$ cat config.mk
export PLATFORM = sky130hd
export DESIGN_NAME = axi4lite_cfg_bridge
export DESIGN_NICKNAME = d
export VERILOG_FILES = /design/src/rtl/axi4lite_cfg_bridge_pkg.sv /design/src/rtl/axi4lite_cfg_rd.sv /design/src/rtl/axi4lite_cfg_bridge.sv
export SDC_FILE = /design/constraint.sdc
export NUM_CORES = 1
export LEC_CHECK = 0
export BUFFER_PORTS_ARGS = -buffer_cell sky130_fd_sc_hd__buf_2
export CAP_MARGIN = 40
export CORE_ASPECT_RATIO = 0.5
export CORE_MARGIN = 1.5
export CORE_UTILIZATION = 46
export CTS_CLUSTER_DIAMETER = 200
export DETAILED_ROUTE_END_ITERATION = 12
export PLACE_DENSITY = 0.77
export SYNTH_ARGS = -nofsm -noshare
export SYNTH_HDL_FRONTEND = slang
export SYNTH_SLANG_ARGS = --single-unit
$ cat constraint.sdc
create_clock -name clk -period 1.6 [get_ports clk]
set_input_delay 0.08 -clock clk [delete_from_list [all_inputs] [get_ports clk]]
set_output_delay 0.08 -clock clk [all_outputs]
set_load 0.05 [all_outputs]
$ cat src/rtl/axi4lite_cfg_bridge_pkg.sv
// Shared response codes, read FSM encoding and index range helper for the
// AXI4-Lite to cfg register bus bridge.
package axi4lite_cfg_bridge_pkg;

  localparam logic [1:0] RESP_OKAY   = 2'b00;
  localparam logic [1:0] RESP_SLVERR = 2'b10;

  typedef enum logic [1:0] {
    RD_IDLE = 2'd0,
    RD_REQ  = 2'd1,
    RD_WAIT = 2'd2,
    RD_RESP = 2'd3
  } rd_state_e;

  function automatic logic idx_out_of_range(input int unsigned idx, input int unsigned nregs);
    return idx >= nregs;
  endfunction

endpackage

$ cat src/rtl/axi4lite_cfg_rd.sv
// Read side of the cfg bridge: AR acceptance, one-cycle cfg read strobe,
// fixed-latency wait and a registered R response held until rready.
module axi4lite_cfg_rd
  import axi4lite_cfg_bridge_pkg::*;
#(
  parameter int CFG_DWIDTH = 32,
  parameter int CFG_AWIDTH = 5,
  parameter int CFG_NREGS  = 32,
  parameter int CFG_RD_LAT = 1
) (
  input  logic                  clk,
  input  logic                  rst_n,
  input  logic                  ar_valid_i,
  input  logic [CFG_AWIDTH-1:0] ar_idx_i,
  output logic                  ar_ready_o,
  output logic                  r_valid_o,
  input  logic                  r_ready_i,
  output logic [CFG_DWIDTH-1:0] r_data_o,
  output logic [1:0]            r_resp_o,
  output logic                  cfg_rd_en_o,
  output logic [CFG_AWIDTH-1:0] cfg_rd_addr_o,
  input  logic [CFG_DWIDTH-1:0] cfg_rd_data_i
);

  // WAIT spends CFG_RD_LAT-1 extra cycles so capture lands CFG_RD_LAT cycles after the strobe
  localparam logic [2:0] CNT_LOAD = 3'(CFG_RD_LAT - 1);

  rd_state_e             state_q;
  logic                  arready_q;
  logic                  rd_en_q;
  logic [CFG_AWIDTH-1:0] rd_addr_q;
  logic                  oor_q;
  logic [2:0]            cnt_q;
  logic                  rvalid_q;
  logic [CFG_DWIDTH-1:0] rdata_q;
  logic [1:0]            rresp_q;
  logic                  ar_oor;

  assign ar_oor = idx_out_of_range(32'(ar_idx_i), CFG_NREGS);

  always_ff @(posedge clk or negedge rst_n) begin
    if (!rst_n) begin
      state_q   <= RD_IDLE;
      arready_q <= 1'b0;
      rd_en_q   <= 1'b0;
      rd_addr_q <= '0;
      oor_q     <= 1'b0;
      cnt_q     <= '0;
      rvalid_q  <= 1'b0;
      rdata_q   <= '0;
      rresp_q   <= RESP_OKAY;
    end else begin
      case (state_q)
        RD_IDLE: begin
          arready_q <= 1'b1;
          if (ar_valid_i && arready_q) begin
            arready_q <= 1'b0;
            rd_addr_q <= ar_idx_i;
            oor_q     <= ar_oor;
            rd_en_q   <= ~ar_oor;
            state_q   <= RD_REQ;
          end
        end
        RD_REQ: begin
          rd_en_q <= 1'b0;
          cnt_q   <= CNT_LOAD;
          state_q <= RD_WAIT;
        end
        RD_WAIT: begin
          if (cnt_q == 3'd0) begin
            rdata_q  <= oor_q ? '0 : cfg_rd_data_i;
            rresp_q  <= oor_q ? RESP_SLVERR : RESP_OKAY;
            rvalid_q <= 1'b1;
            state_q  <= RD_RESP;
          end else begin
            cnt_q <= cnt_q - 3'd1;
          end
        end
        RD_RESP: begin
          if (r_ready_i) begin
            rvalid_q  <= 1'b0;
            arready_q <= 1'b1;
            state_q   <= RD_IDLE;
          end
        end
        default: state_q <= RD_IDLE;
      endcase
    end
  end

  assign ar_ready_o    = arready_q;
  assign r_valid_o     = rvalid_q;
  assign r_data_o      = rdata_q;
  assign r_resp_o      = rresp_q;
  assign cfg_rd_en_o   = rd_en_q;
  assign cfg_rd_addr_o = rd_addr_q;

endmodule

$ cat src/rtl/axi4lite_cfg_bridge.sv
// AXI4-Lite slave translating single-beat accesses onto a simple cfg register
// bus. Write path is inline; the read path lives in axi4lite_cfg_rd.
module axi4lite_cfg_bridge
  import axi4lite_cfg_bridge_pkg::*;
#(
  parameter int CFG_DWIDTH = 32,
  parameter int CFG_AWIDTH = 5,
  parameter int CFG_NREGS  = 32,
  parameter int CFG_RD_LAT = 1,
  parameter int AXI_AWIDTH = CFG_AWIDTH + $clog2(CFG_DWIDTH / 8)
) (
  input  logic                    clk,
  input  logic                    rst_n,
  output logic [CFG_DWIDTH-1:0]   cfg_wr_data,
  output logic [CFG_DWIDTH/8-1:0] cfg_wr_strb,
  output logic [CFG_AWIDTH-1:0]   cfg_wr_addr,
  output logic                    cfg_wr_en,
  input  logic [CFG_DWIDTH-1:0]   cfg_rd_data,
  output logic [CFG_AWIDTH-1:0]   cfg_rd_addr,
  output logic                    cfg_rd_en,
  input  logic [AXI_AWIDTH-1:0]   axi_awaddr,
  input  logic [2:0]              axi_awprot,
  input  logic                    axi_awvalid,
  output logic                    axi_awready,
  input  logic [CFG_DWIDTH-1:0]   axi_wdata,
  input  logic [CFG_DWIDTH/8-1:0] axi_wstrb,
  input  logic                    axi_wvalid,
  output logic                    axi_wready,
  output logic [1:0]              axi_bresp,
  output logic                    axi_bvalid,
  input  logic                    axi_bready,
  input  logic [AXI_AWIDTH-1:0]   axi_araddr,
  input  logic [2:0]              axi_arprot,
  input  logic                    axi_arvalid,
  output logic                    axi_arready,
  output logic [CFG_DWIDTH-1:0]   axi_rdata,
  output logic [1:0]              axi_rresp,
  output logic                    axi_rvalid,
  input  logic                    axi_rready
);

  localparam int BYTE_W = $clog2(CFG_DWIDTH / 8);
  localparam int STRB_W = CFG_DWIDTH / 8;

  logic                  aw_held_q, aw_held_d;
  logic                  w_held_q, w_held_d;
  logic                  bvalid_q, bvalid_d;
  logic                  awready_q, awready_d;
  logic                  wready_q, wready_d;
  logic                  wr_en_q, wr_en_d;
  logic [1:0]            bresp_q, bresp_d;
  logic [CFG_AWIDTH-1:0] aw_idx_q, wr_addr_q, wr_addr_d;
  logic [CFG_DWIDTH-1:0] w_data_q, wr_data_q, wr_data_d;
  logic [STRB_W-1:0]     w_strb_q, wr_strb_q, wr_strb_d;

  logic                  aw_hs, w_hs, b_hs, fire, oor;
  logic [CFG_AWIDTH-1:0] aw_idx_cur;
  logic [CFG_DWIDTH-1:0] w_data_cur;
  logic [STRB_W-1:0]     w_strb_cur;
  logic                  unused_ok;

  assign unused_ok = ^{axi_awprot, axi_arprot, axi_awaddr[BYTE_W-1:0], axi_araddr[BYTE_W-1:0]};

  assign aw_hs = axi_awvalid & awready_q;
  assign w_hs  = axi_wvalid & wready_q;
  assign b_hs  = bvalid_q & axi_bready;

  // A beat arriving this cycle is used directly so the write fires one cycle after the later handshake
  assign aw_idx_cur = aw_held_q ? aw_idx_q : axi_awaddr[BYTE_W +: CFG_AWIDTH];
  assign w_data_cur = w_held_q ? w_data_q : axi_wdata;
  assign w_strb_cur = w_held_q ? w_strb_q : axi_wstrb;
  assign fire       = (aw_held_q | aw_hs) & (w_held_q | w_hs) & ~bvalid_q;
  assign oor        = idx_out_of_range(32'(aw_idx_cur), CFG_NREGS);

  always_comb begin
    aw_held_d = b_hs ? 1'b0 : (aw_held_q | aw_hs);
    w_held_d  = b_hs ? 1'b0 : (w_held_q | w_hs);
    bvalid_d  = fire ? 1'b1 : (b_hs ? 1'b0 : bvalid_q);
    awready_d = ~aw_held_d & ~bvalid_d;
    wready_d  = ~w_held_d & ~bvalid_d;
    wr_en_d   = fire & ~oor & (|w_strb_cur);
    bresp_d   = bresp_q;
    wr_addr_d = wr_addr_q;
    wr_data_d = wr_data_q;
    wr_strb_d = wr_strb_q;
    if (fire) begin
      bresp_d   = oor ? RESP_SLVERR : RESP_OKAY;
      wr_addr_d = aw_idx_cur;
      wr_data_d = w_data_cur;
      wr_strb_d = w_strb_cur;
    end
  end

  always_ff @(posedge clk or negedge rst_n) begin
    if (!rst_n) begin
      aw_held_q <= 1'b0;
      w_held_q  <= 1'b0;
      bvalid_q  <= 1'b0;
      awready_q <= 1'b0;
      wready_q  <= 1'b0;
      wr_en_q   <= 1'b0;
      bresp_q   <= RESP_OKAY;
      wr_addr_q <= '0;
      wr_data_q <= '0;
      wr_strb_q <= '0;
    end else begin
      aw_held_q <= aw_held_d;
      w_held_q  <= w_held_d;
      bvalid_q  <= bvalid_d;
      awready_q <= awready_d;
      wready_q  <= wready_d;
      wr_en_q   <= wr_en_d;
      bresp_q   <= bresp_d;
      wr_addr_q <= wr_addr_d;
      wr_data_q <= wr_data_d;
      wr_strb_q <= wr_strb_d;
    end
  end

  // Hold registers carry payload only; their validity lives in the *_held flags
  always_ff @(posedge clk) begin
    if (aw_hs) aw_idx_q <= axi_awaddr[BYTE_W +: CFG_AWIDTH];
    if (w_hs) begin
      w_data_q <= axi_wdata;
      w_strb_q <= axi_wstrb;
    end
  end

  assign axi_awready = awready_q;
  assign axi_wready  = wready_q;
  assign axi_bvalid  = bvalid_q;
  assign axi_bresp   = bresp_q;
  assign cfg_wr_en   = wr_en_q;
  assign cfg_wr_addr = wr_addr_q;
  assign cfg_wr_data = wr_data_q;
  assign cfg_wr_strb = wr_strb_q;

  axi4lite_cfg_rd #(
    .CFG_DWIDTH(CFG_DWIDTH),
    .CFG_AWIDTH(CFG_AWIDTH),
    .CFG_NREGS (CFG_NREGS),
    .CFG_RD_LAT(CFG_RD_LAT)
  ) u_rd (
    .clk          (clk),
    .rst_n        (rst_n),
    .ar_valid_i   (axi_arvalid),
    .ar_idx_i     (axi_araddr[BYTE_W +: CFG_AWIDTH]),
    .ar_ready_o   (axi_arready),
    .r_valid_o    (axi_rvalid),
    .r_ready_i    (axi_rready),
    .r_data_o     (axi_rdata),
    .r_resp_o     (axi_rresp),
    .cfg_rd_en_o  (cfg_rd_en),
    .cfg_rd_addr_o(cfg_rd_addr),
    .cfg_rd_data_i(cfg_rd_data)
  );

endmodule

==> results.txt, run 1 <==
* Post-synth top flop: sky130_fd_sc_hd__dfrtp_1
- Cell internal pwr: 11.7 mW
- After legalization and detailed placement, the total HPWL measured around 8.6 mm.
- Worst setup path end: u_rd.r_data_o[7]
- Max-cap violations: 0
- The number of antenna violations at the first check in global routing was 0.
* Setup crit start: u_rd.cnt_q[1]
- Measured along the y axis, the die boundary spans 82.7 um.
* Reg2reg end: u_rd.r_data_o[7]
* Switching component of the power: 9.56 mW
- Clock-pin slew was measured on the worst setup and hold paths at 0.06 ns.
- Leakage: between 3 and 4 nW
* Proportion of synthesized flip-flops having asynchronous set or reset: 69.2%
- The H-tree generated during clock tree synthesis spans 4 levels.
* Worst setup margin: -0.0288 ns
- Of all nets on the critical path, the largest fanout is 6.
- Distinct cell type count after synthesis: 38
- Total power of the final layout: 21.3 mW
- # IOs: 184
- The clock network burns about a fifth of the power.
* Worst endpoint data arrival time: 1.92 ns
- STA classifies the critical path endpoint as a register.
- The via count of the first global-routing pass came to 4342.
- The mapped netlist covers 5850 sq um.
* Wire length per cell: 17.4 um
* Max Freq: 0.614 GHz
* Final Instance Count excl. Fillers: roughly 860
- The congestion estimate from routability-driven global placement came to 0.753.
* Clk Latency, worst-skew pair: 0.40 ns
- The worst setup path is of the reg -> reg kind.
- The tree built by TritonCTS fans out to 133 sinks.
* Placeable core region: 12100 sq um
* Number of failing setup endpoints in the final timing report: 8
- The worst register-to-register path begins at u_rd.cnt_q[1].
- Post-synth top area share: about 39%
- The clock arrives with 0.00954 ns of skew.
- The first global-routing pass estimated roughly 22 mm of wire.
- Period utilisation layout: 102%
* Number of optimization iterations in the first detailed-route pass: 4
- Registers are responsible for 27.6% of the overall power.
* Synthesis-stage register bit count: 133
* Final routed wirelength across all metal layers: ~15 mm
- Entering global routing, the biggest net connects slightly above 40 pins.
- For this run, the number of Yosys warnings is 0.
- Overall routing resource usage: 21.2%
- For this configuration, the core starts out at a cell density of 48.4%.
- # port buffers: 169
* Pwr dens: roughly 2500 nW/um^2
- The root buffer cell chosen for the clock tree is sky130_fd_sc_hd__clkbuf_16.
- From synthesis to final layout, the design area changed by 48.4%.
* R2R Setup Slk: -0.03 ns
- The clock passes through at most 2 buffers.
- Placed cells: 738
- Width of the die: between 150 and 200 um
- Top cells by area in the synthesized netlist: sky130_fd_sc_hd__dfrtp_1 (39%), sky130_fd_sc_hd__edfxtp_1 (21%), sky130_fd_sc_hd__mux2_2 (9.4%)
- Hold WC Path Type: in -> async
- Summing the sequential cell areas from Yosys gives 60.4% of the chip area.
- The final max-slew violation count is 0.
- Cts bufs inserted: 17
- The checks that failed: setup timing.
- Number of standard-cell rows in the floorplan: 28
- Startpoint type of the worst setup path: register
* Run status: complete, but fails checks
* Relative contribution of combinational cells to total power: 53.7%
* Cell type contributing the most total cell area after synthesis: sky130_fd_sc_hd__dfrtp_1
* Floorplan die area: around 13000 sq um
- Average footprint of a synthesized cell: 14.1 sq um
* Layout cells sized above 1: 43.4%
* Instance count of the mapped netlist: 414
* Unrepaired setup endpoints after global routing: true
- STA puts the critical path data required time at 1.89 ns.
- The first routing iteration left 305 violations.
* Final critical-path required period: approximately 1.6 ns
- DR vias: 4473
- Post-route ant nets: 0
* Depth of the worst register-to-register path: 6
- Residual DRC: 0
* Switching part of the total power: about 45%
- Pre-CTS WS: -0.116 ns
* Hold Vio Cnt, Final: 0
- CTS tree: done
- The total overflow left after global routing is 0.
- 0 antenna diodes ended up in the layout.
- Detailed-route vias per instance: between 5 and 6
- The worst-case IR drop observed on VDD is 1.53 mV.
* Number of nets in the finished design: 782
- Yosys mapped a number of flops with a built-in enable equal to approximately 40.
-- critical path, cell delays in order, from the launching register on --
cell,delay (ns)
sky130_fd_sc_hd__dfrtp_1,0.39
sky130_fd_sc_hd__inv_2,0.09
sky130_fd_sc_hd__ha_4,0.14
sky130_fd_sc_hd__ha_4,0.13
sky130_fd_sc_hd__and2_4,0.24
sky130_fd_sc_hd__clkbuf_16,0.19
sky130_fd_sc_hd__mux2_2,0.34
-- logic make-up (layout without fill, tap and decap cells) --
family | count (synthesis) | count (layout) | share of synthesized area (%)
DFF | 133 | 133 | 60.4
buffers and inverters | 43 | 320 | 4.56
and+or+nand+nor | 88 | 88 | 9.92
adders and majority gates | 6 | 6 | 1.28
other | 1 | 4 | 0.0641
AOI/OAI and AO/OA | 92 | 92 | 14.0
muxes | 51 | 51 | 9.77
-- per-layer routing --
| layer | share of wire (%) | wire length [um] | vias up | global-route usage (%) |
|---|---|---|---|---|
| met5 | 0 | 0 | - | 0 |
| met4 | 0.51 | 76 | 0 | 5.05 |
| met3 | 5.0 | 747 | 7 | 4.70 |
| met2 | 52 | 7790 | 142 | 38.7 |
| met1 | 42 | 6320 | 2205 | 26.3 |
| li1 | - | - | 2119 | - |
-- power groups by stage --
stage               Clock [mW]  Sequential, mW  Combinational, mW
global placement             0            5.77               10.3
floorplan                    0            9.62               4.21
CTS                       4.08            5.80               10.8
global route              4.26            6.02               12.0
finish                    4.00            5.86               11.4
detailed placement           0            5.84               10.5
-- metrics by stage --
| stage | cell area (sq um) | utilization (%) | TNS, ns | hold WS (ns) |
|---|---|---|---|---|
| after detailed placement | 6960 | 57.6 | -2.82 | 0.00373 |
| after global routing | 8680 | 71.8 | -0.719 | 0.131 |
| final | 8680 | 71.8 | -0.136 | 0.114 |
| after global placement | 6960 | 57.6 | -0.0286 | 0.00897 |
| after floorplan | 5890 | - | -0.177 | -0.216 |
| after CTS | 8460 | 70.0 | -0.506 | 0.115 |
-- placed cells by master, fill, tap and decap left out, drive strengths merged, types with 2 or more instances in the layout --
cell type / instances
and2: 3
clkinvlp: 2
o22ai: 2
nand2b: 73
mux2i: 2
dlygate4sd3: 81
a221o: 36
edfxtp: 41
clkinv: 3
o32ai: 36
ha: 6
nor2: 2
mux2: 49
dfrtp: 92
clkbuf: 26
conb: 4
inv: 12
o2bb2ai: 2
nor3: 2
a21oi: 4
o21ai: 8
nand2: 2
buf: 196
-- sequential cells by signal (all words and copies together), names as in the netlist --
register / flops
w_data_q: 32
u_rd.cfg_rd_en_o: 1
cfg_wr_strb: 4
aw_idx_q: 5
u_rd.r_valid_o: 1
u_rd.r_data_o: 32
cfg_wr_data: 32
cfg_wr_addr: 5
w_held_q: 1
aw_held_q: 1
u_rd.state_q: 2
u_rd.cnt_q: 3
u_rd.ar_ready_o: 1
w_strb_q: 4
axi_awready: 1
u_rd.cfg_rd_addr_o: 5
axi_wready: 1
cfg_wr_en: 1
axi_bvalid: 1
-- final cells by class --
type | instances | area, sq um
Sequential cell | 133 | 3540
Fill cell | 789 | 3410
Multi-Input combinational cell | 241 | 2200
Timing Repair Buffer | 280 | 2070
Clock buffer | 23 | 554
Tap cell | 165 | 206
Clock inverter | 9 | 73.8
Inverter | 8 | 30.0
-- synthesized netlist by cell type (2+ instances only) --
master and number:
sky130_fd_sc_hd__a21oi_1 2, sky130_fd_sc_hd__a221o_1 36, sky130_fd_sc_hd__and2_1 2, sky130_fd_sc_hd__buf_2 12, sky130_fd_sc_hd__buf_4 6, sky130_fd_sc_hd__buf_6 9, sky130_fd_sc_hd__clkbuf_1 8, sky130_fd_sc_hd__dfrtp_1 92
sky130_fd_sc_hd__edfxtp_1 41, sky130_fd_sc_hd__ha_1 6, sky130_fd_sc_hd__inv_1 7, sky130_fd_sc_hd__mux2_2 49, sky130_fd_sc_hd__mux2i_1 2, sky130_fd_sc_hd__nand2_1 2, sky130_fd_sc_hd__nand2b_1 73, sky130_fd_sc_hd__nor2_1 2
sky130_fd_sc_hd__o21ai_0 7, sky130_fd_sc_hd__o22ai_1 2, sky130_fd_sc_hd__o2bb2ai_1 2, sky130_fd_sc_hd__o32ai_1 36
-- worst min path at each step --
stage | endpoint | slack (ns) | cells after the start
2_1_floorplan | aw_held_q | -0.22 | 0
3_3_place_gp | cfg_wr_data[28] | 0.009 | 1
3_5_place_dp | cfg_wr_data[27] | 0.004 | 1
4_1_cts | cfg_wr_data[27] | 0.12 | 2
5_1_grt | aw_idx_q[0] | 0.13 | 2
6_report | cfg_wr_data[27] | 0.11 | 2
-- timing repair --
item,in CTS,in global routing
gates cloned,0,4
gates resized for setup,7,32
hold buffers,81,0
buffers inserted,3,1
hold endpoints to repair,178,0
pin swaps,2,3
endpoints found under the setup margin,55,58
(Power assumes the default switching activity.)
==> run 2: changes to the inputs <==
--- a/config.mk
+++ b/config.mk
@@ -9,10 +9,10 @@
 export CAP_MARGIN = 40
 export CORE_ASPECT_RATIO = 0.5
 export CORE_MARGIN = 1.5
-export CORE_UTILIZATION = 46
+export CORE_UTILIZATION = 30
 export CTS_CLUSTER_DIAMETER = 200
 export DETAILED_ROUTE_END_ITERATION = 12
-export PLACE_DENSITY = 0.77
+export PLACE_DENSITY = 0.55
 export SYNTH_ARGS = -nofsm -noshare
 export SYNTH_HDL_FRONTEND = slang
 export SYNTH_SLANG_ARGS = --single-unit
==> results.txt, run 2 (synthesis results as in run 1) <==
* Run status: finished clean (was complete, but fails checks)
- The number of buffers and inverters on the critical path came to 3 (was 2).
- The slack of the worst reg-to-reg path is 0.02 ns (was -0.03 ns).
- The critical path startpoint category is a register (unchanged).
* HPWL after detailed placement: 9.36 mm (was 8.56 mm)
- The total power after layout came to 21.5 mW (was 21.3 mW).
- Wire length per cell: 16.2 um (was 17.4 um)
- The fraction of final layout cells with drive strength greater than 1 is 44.0% (was 43.4%).
- CTS tree: done (unchanged)
* Residual DRC: 0 (unchanged)
- The worst hold margin is 0.0969 ns (was 0.114 ns).
* Sequential Power Share: 27.4% (was 27.6%)
- The switching power total is 9.54 mW (was 9.56 mW).
- H-tree levels: 4 (unchanged)
- The signed area change from the synthesized netlist to the final layout came to 51.1% (was 48.4%).
* Buffer levels on the longest clock path: 2 (unchanged)
- The total CTS buffers came to 17 (unchanged).
- Detailed-routing wirelength on met1: 6.96 mm (was 6.32 mm)
* Number of standard-cell rows in the floorplan: 35 (was 28)
* Initial core utilization: 31.2% (was 48.4%)
- The final number of hold-violating endpoints is 0 (unchanged).
* Slowest stage delay, CP: 0.37 ns (was 0.39 ns)
* Period utilisation layout: 98.7% (was 102%)
* Initial antenna violation count: 0 (unchanged)
* Worst setup path class: reg -> reg (unchanged)
- The source-to-sink clock delay at the later pin of the worst-skew pair is 0.41 ns (was 0.40 ns).
* Top cell family by delay on the critical path: flip-flops (unchanged)
* Final Instance Count excl. Fillers: 956 (was 859)
* Final Skew: 0.0119 ns (was 0.00954 ns)
- Max Freq: 0.633 GHz (was 0.614 GHz)
* Unrepaired setup endpoints after global routing: true (unchanged)
* Sequence of cells on the critical path: inv_2 -> ha_4 -> ha_4 -> and2_4 -> buf_12 -> buf_16 -> mux2_4 (was inv_2 -> ha_4 -> ha_4 -> and2_4 -> clkbuf_16 -> mux2_2)
- The worst-case setup margin in the final layout was 0.0210 ns (was -0.0288 ns).
* Top sig layer: met4 (unchanged)
* Leakage: 3.80 nW (was 3.76 nW)
- Crit-path most repeated cell: sky130_fd_sc_hd__ha_4 (unchanged)
- Weighted congestion at the end of routability-driven global placement: 0.706 (was 0.753)
- The share of the core filled with cells was 47.2% (was 71.8%).
- Worst path depth: 7 (was 6)
- The data arrival time of the critical path came to 1.86 ns (was 1.92 ns).
* Worst-path fanout max: 8 (was 6)
- The number of iterations in the first detailed-routing pass came to 4 (unchanged).
* # IOs: 184 (unchanged)
* Placeable core region: 18700 sq um (was 12100 sq um)
- IR drop worst, VDD: 0.953 mV (was 1.53 mV)
* Depth of the worst register-to-register path: 7 (was 6)
- Leading cell type in the layout, fill and taps excluded: sky130_fd_sc_hd__buf_2 (unchanged)
- Final critical-path required period: 1.58 ns (was 1.63 ns)
* Max-cap violations: 0 (unchanged)
- The count of clock tree sinks was 133 (unchanged).
- The clock transition at the register clock pins on the worst setup and hold paths after CTS is 0.06 ns (about the same).
- The aggregate global routing overflow is 0 (unchanged).
* Master cell of the clock root buffer: sky130_fd_sc_hd__clkbuf_16 (unchanged)
* Pwr dens: 2430 nW/um^2 (was 2450 nW/um^2)
* Met3 wire length: 521 um (was 747 um)
* Critical Path Sink Type: register (unchanged)
* Number of nets in the finished design: 785 (was 782)
* Chip Height: 102 um (was 82.7 um)
- The via count of the first global-routing pass is 4508 (was 4342).
- The global-route wire length before repair came to 24.1 mm (was 22.0 mm).
- The destination of the worst register-to-register timing path is u_rd.r_data_o[13] (was u_rd.r_data_o[7]).
- Pin count of the biggest net entering global routing: 44 (was 41)
* Number of pins with negative max-slew slack in the final report: 0 (unchanged)
- The placement-stage worst setup slack is -0.146 ns (was -0.116 ns).
- Met2 routed wirelength: 7.90 mm (was 7.79 mm)
- DR vias: 4473 (unchanged)
- Detailed-route vias per instance: 4.68 (was 5.21)
- The initial DRC count was 216 (was 305).
* Cell internal pwr: 11.9 mW (was 11.7 mW)
* Final routed wirelength across all metal layers: 15.5 mm (was 14.9 mm)
- Commonest cells after routing, fill and taps aside: sky130_fd_sc_hd__buf_2 (168), sky130_fd_sc_hd__dfrtp_1 (86), sky130_fd_sc_hd__dlygate4sd3_1 (81) (was sky130_fd_sc_hd__buf_2 (168), sky130_fd_sc_hd__dfrtp_1 (88), sky130_fd_sc_hd__dlygate4sd3_1 (81))
* # port buffers: 169 (unchanged)
- Number of failing setup endpoints in the final timing report: 0 (was 8)
- Crit Reg-Reg Startpoint: u_rd.cnt_q[1] (unchanged)
* Hold WC Path Type: in -> async (unchanged)
* Placed cells: 835 (was 738)
* Width of the die: 200 um (was 162 um)
- The overall global routing resource usage is 15.1% (was 21.2%).
* Relative contribution of combinational cells to total power: 53.4% (was 53.7%)
* Critical Path Slowest Stage Cell: sky130_fd_sc_hd__dfrtp_1 (unchanged)
* Fraction of power consumed by the clock network: 19.2% (was 18.8%)
* Switching part of the total power: 44.5% (was 44.9%)
- The die outline area is 20400 sq um (was 13400 sq um).
- Required time at the endpoint of the critical path: 1.89 ns (about the same)
- The number of diodes came to 0 (unchanged).
- Post-route ant nets: 0 (unchanged)
==> run 2: worst max-delay path by stage <==
stage / slack [ns] / start / endpoint
after global routing: -0.04 / u_rd.cnt_q[1] / u_rd.r_data_o[21]
after global placement: -0.03 / u_rd.cnt_q[1] / u_rd.state_q[1]
after detailed placement: -0.15 / u_rd.cnt_q[1] / u_rd.state_q[1]
after floorplan: -0.009 / u_rd.cnt_q[1] / u_rd.r_data_o[10]
after CTS: -0.01 / u_rd.cnt_q[1] / u_rd.r_data_o[1]
final: 0.02 / u_rd.cnt_q[1] / u_rd.r_data_o[13]
==> run 2: cell type report <==
class                           instances  area, sq um
Clock buffer                           21          470
Clock inverter                         11          148
Fill cell                            1708         9900
Inverter                                8         30.0
Multi-Input combinational cell        241         2240
Sequential cell                       133         3540
Tap cell                              259          324
Timing Repair Buffer                  283         2090
==> run 2: per-layer routing <==
layer / up-vias / global-route usage (%)
met1: 2260 / 18.6
li1: 2116 / -
met3: 11 / 3.51
met2: 86 / 27.2
met5: - / 0
met4: 0 / 3.53
==> run 2: timing repair <==
item	in CTS	in global routing
hold buffers	81	0
pin swaps	4	2
endpoints found under the setup margin	31	42
resized for setup	19	32
cloned	3	0
setup buffers	3	2
endpoints found under the hold margin	177	0
==> run 2: power by group through the flow <==
stage               clock network (mW)  logic (mW)  registers [mW]
detailed placement                   0        10.5            5.90
global placement                     0        10.4            5.86
floorplan                            0        4.21            9.62
CTS                               4.24        11.2            5.87
finish                            4.12        11.5            5.88
global route                      4.39        12.1            6.07
==> run 2: stage by stage <==
| stage | instance area, sq um | setup TNS, ns |
|---|---|---|
| final | 8840 | 0 |
| after global routing | 8840 | -0.673 |
| after CTS | 8700 | -0.113 |
| after detailed placement | 7090 | -1.81 |
| after global placement | 7090 | -0.610 |
| after floorplan | 5890 | -0.177 |
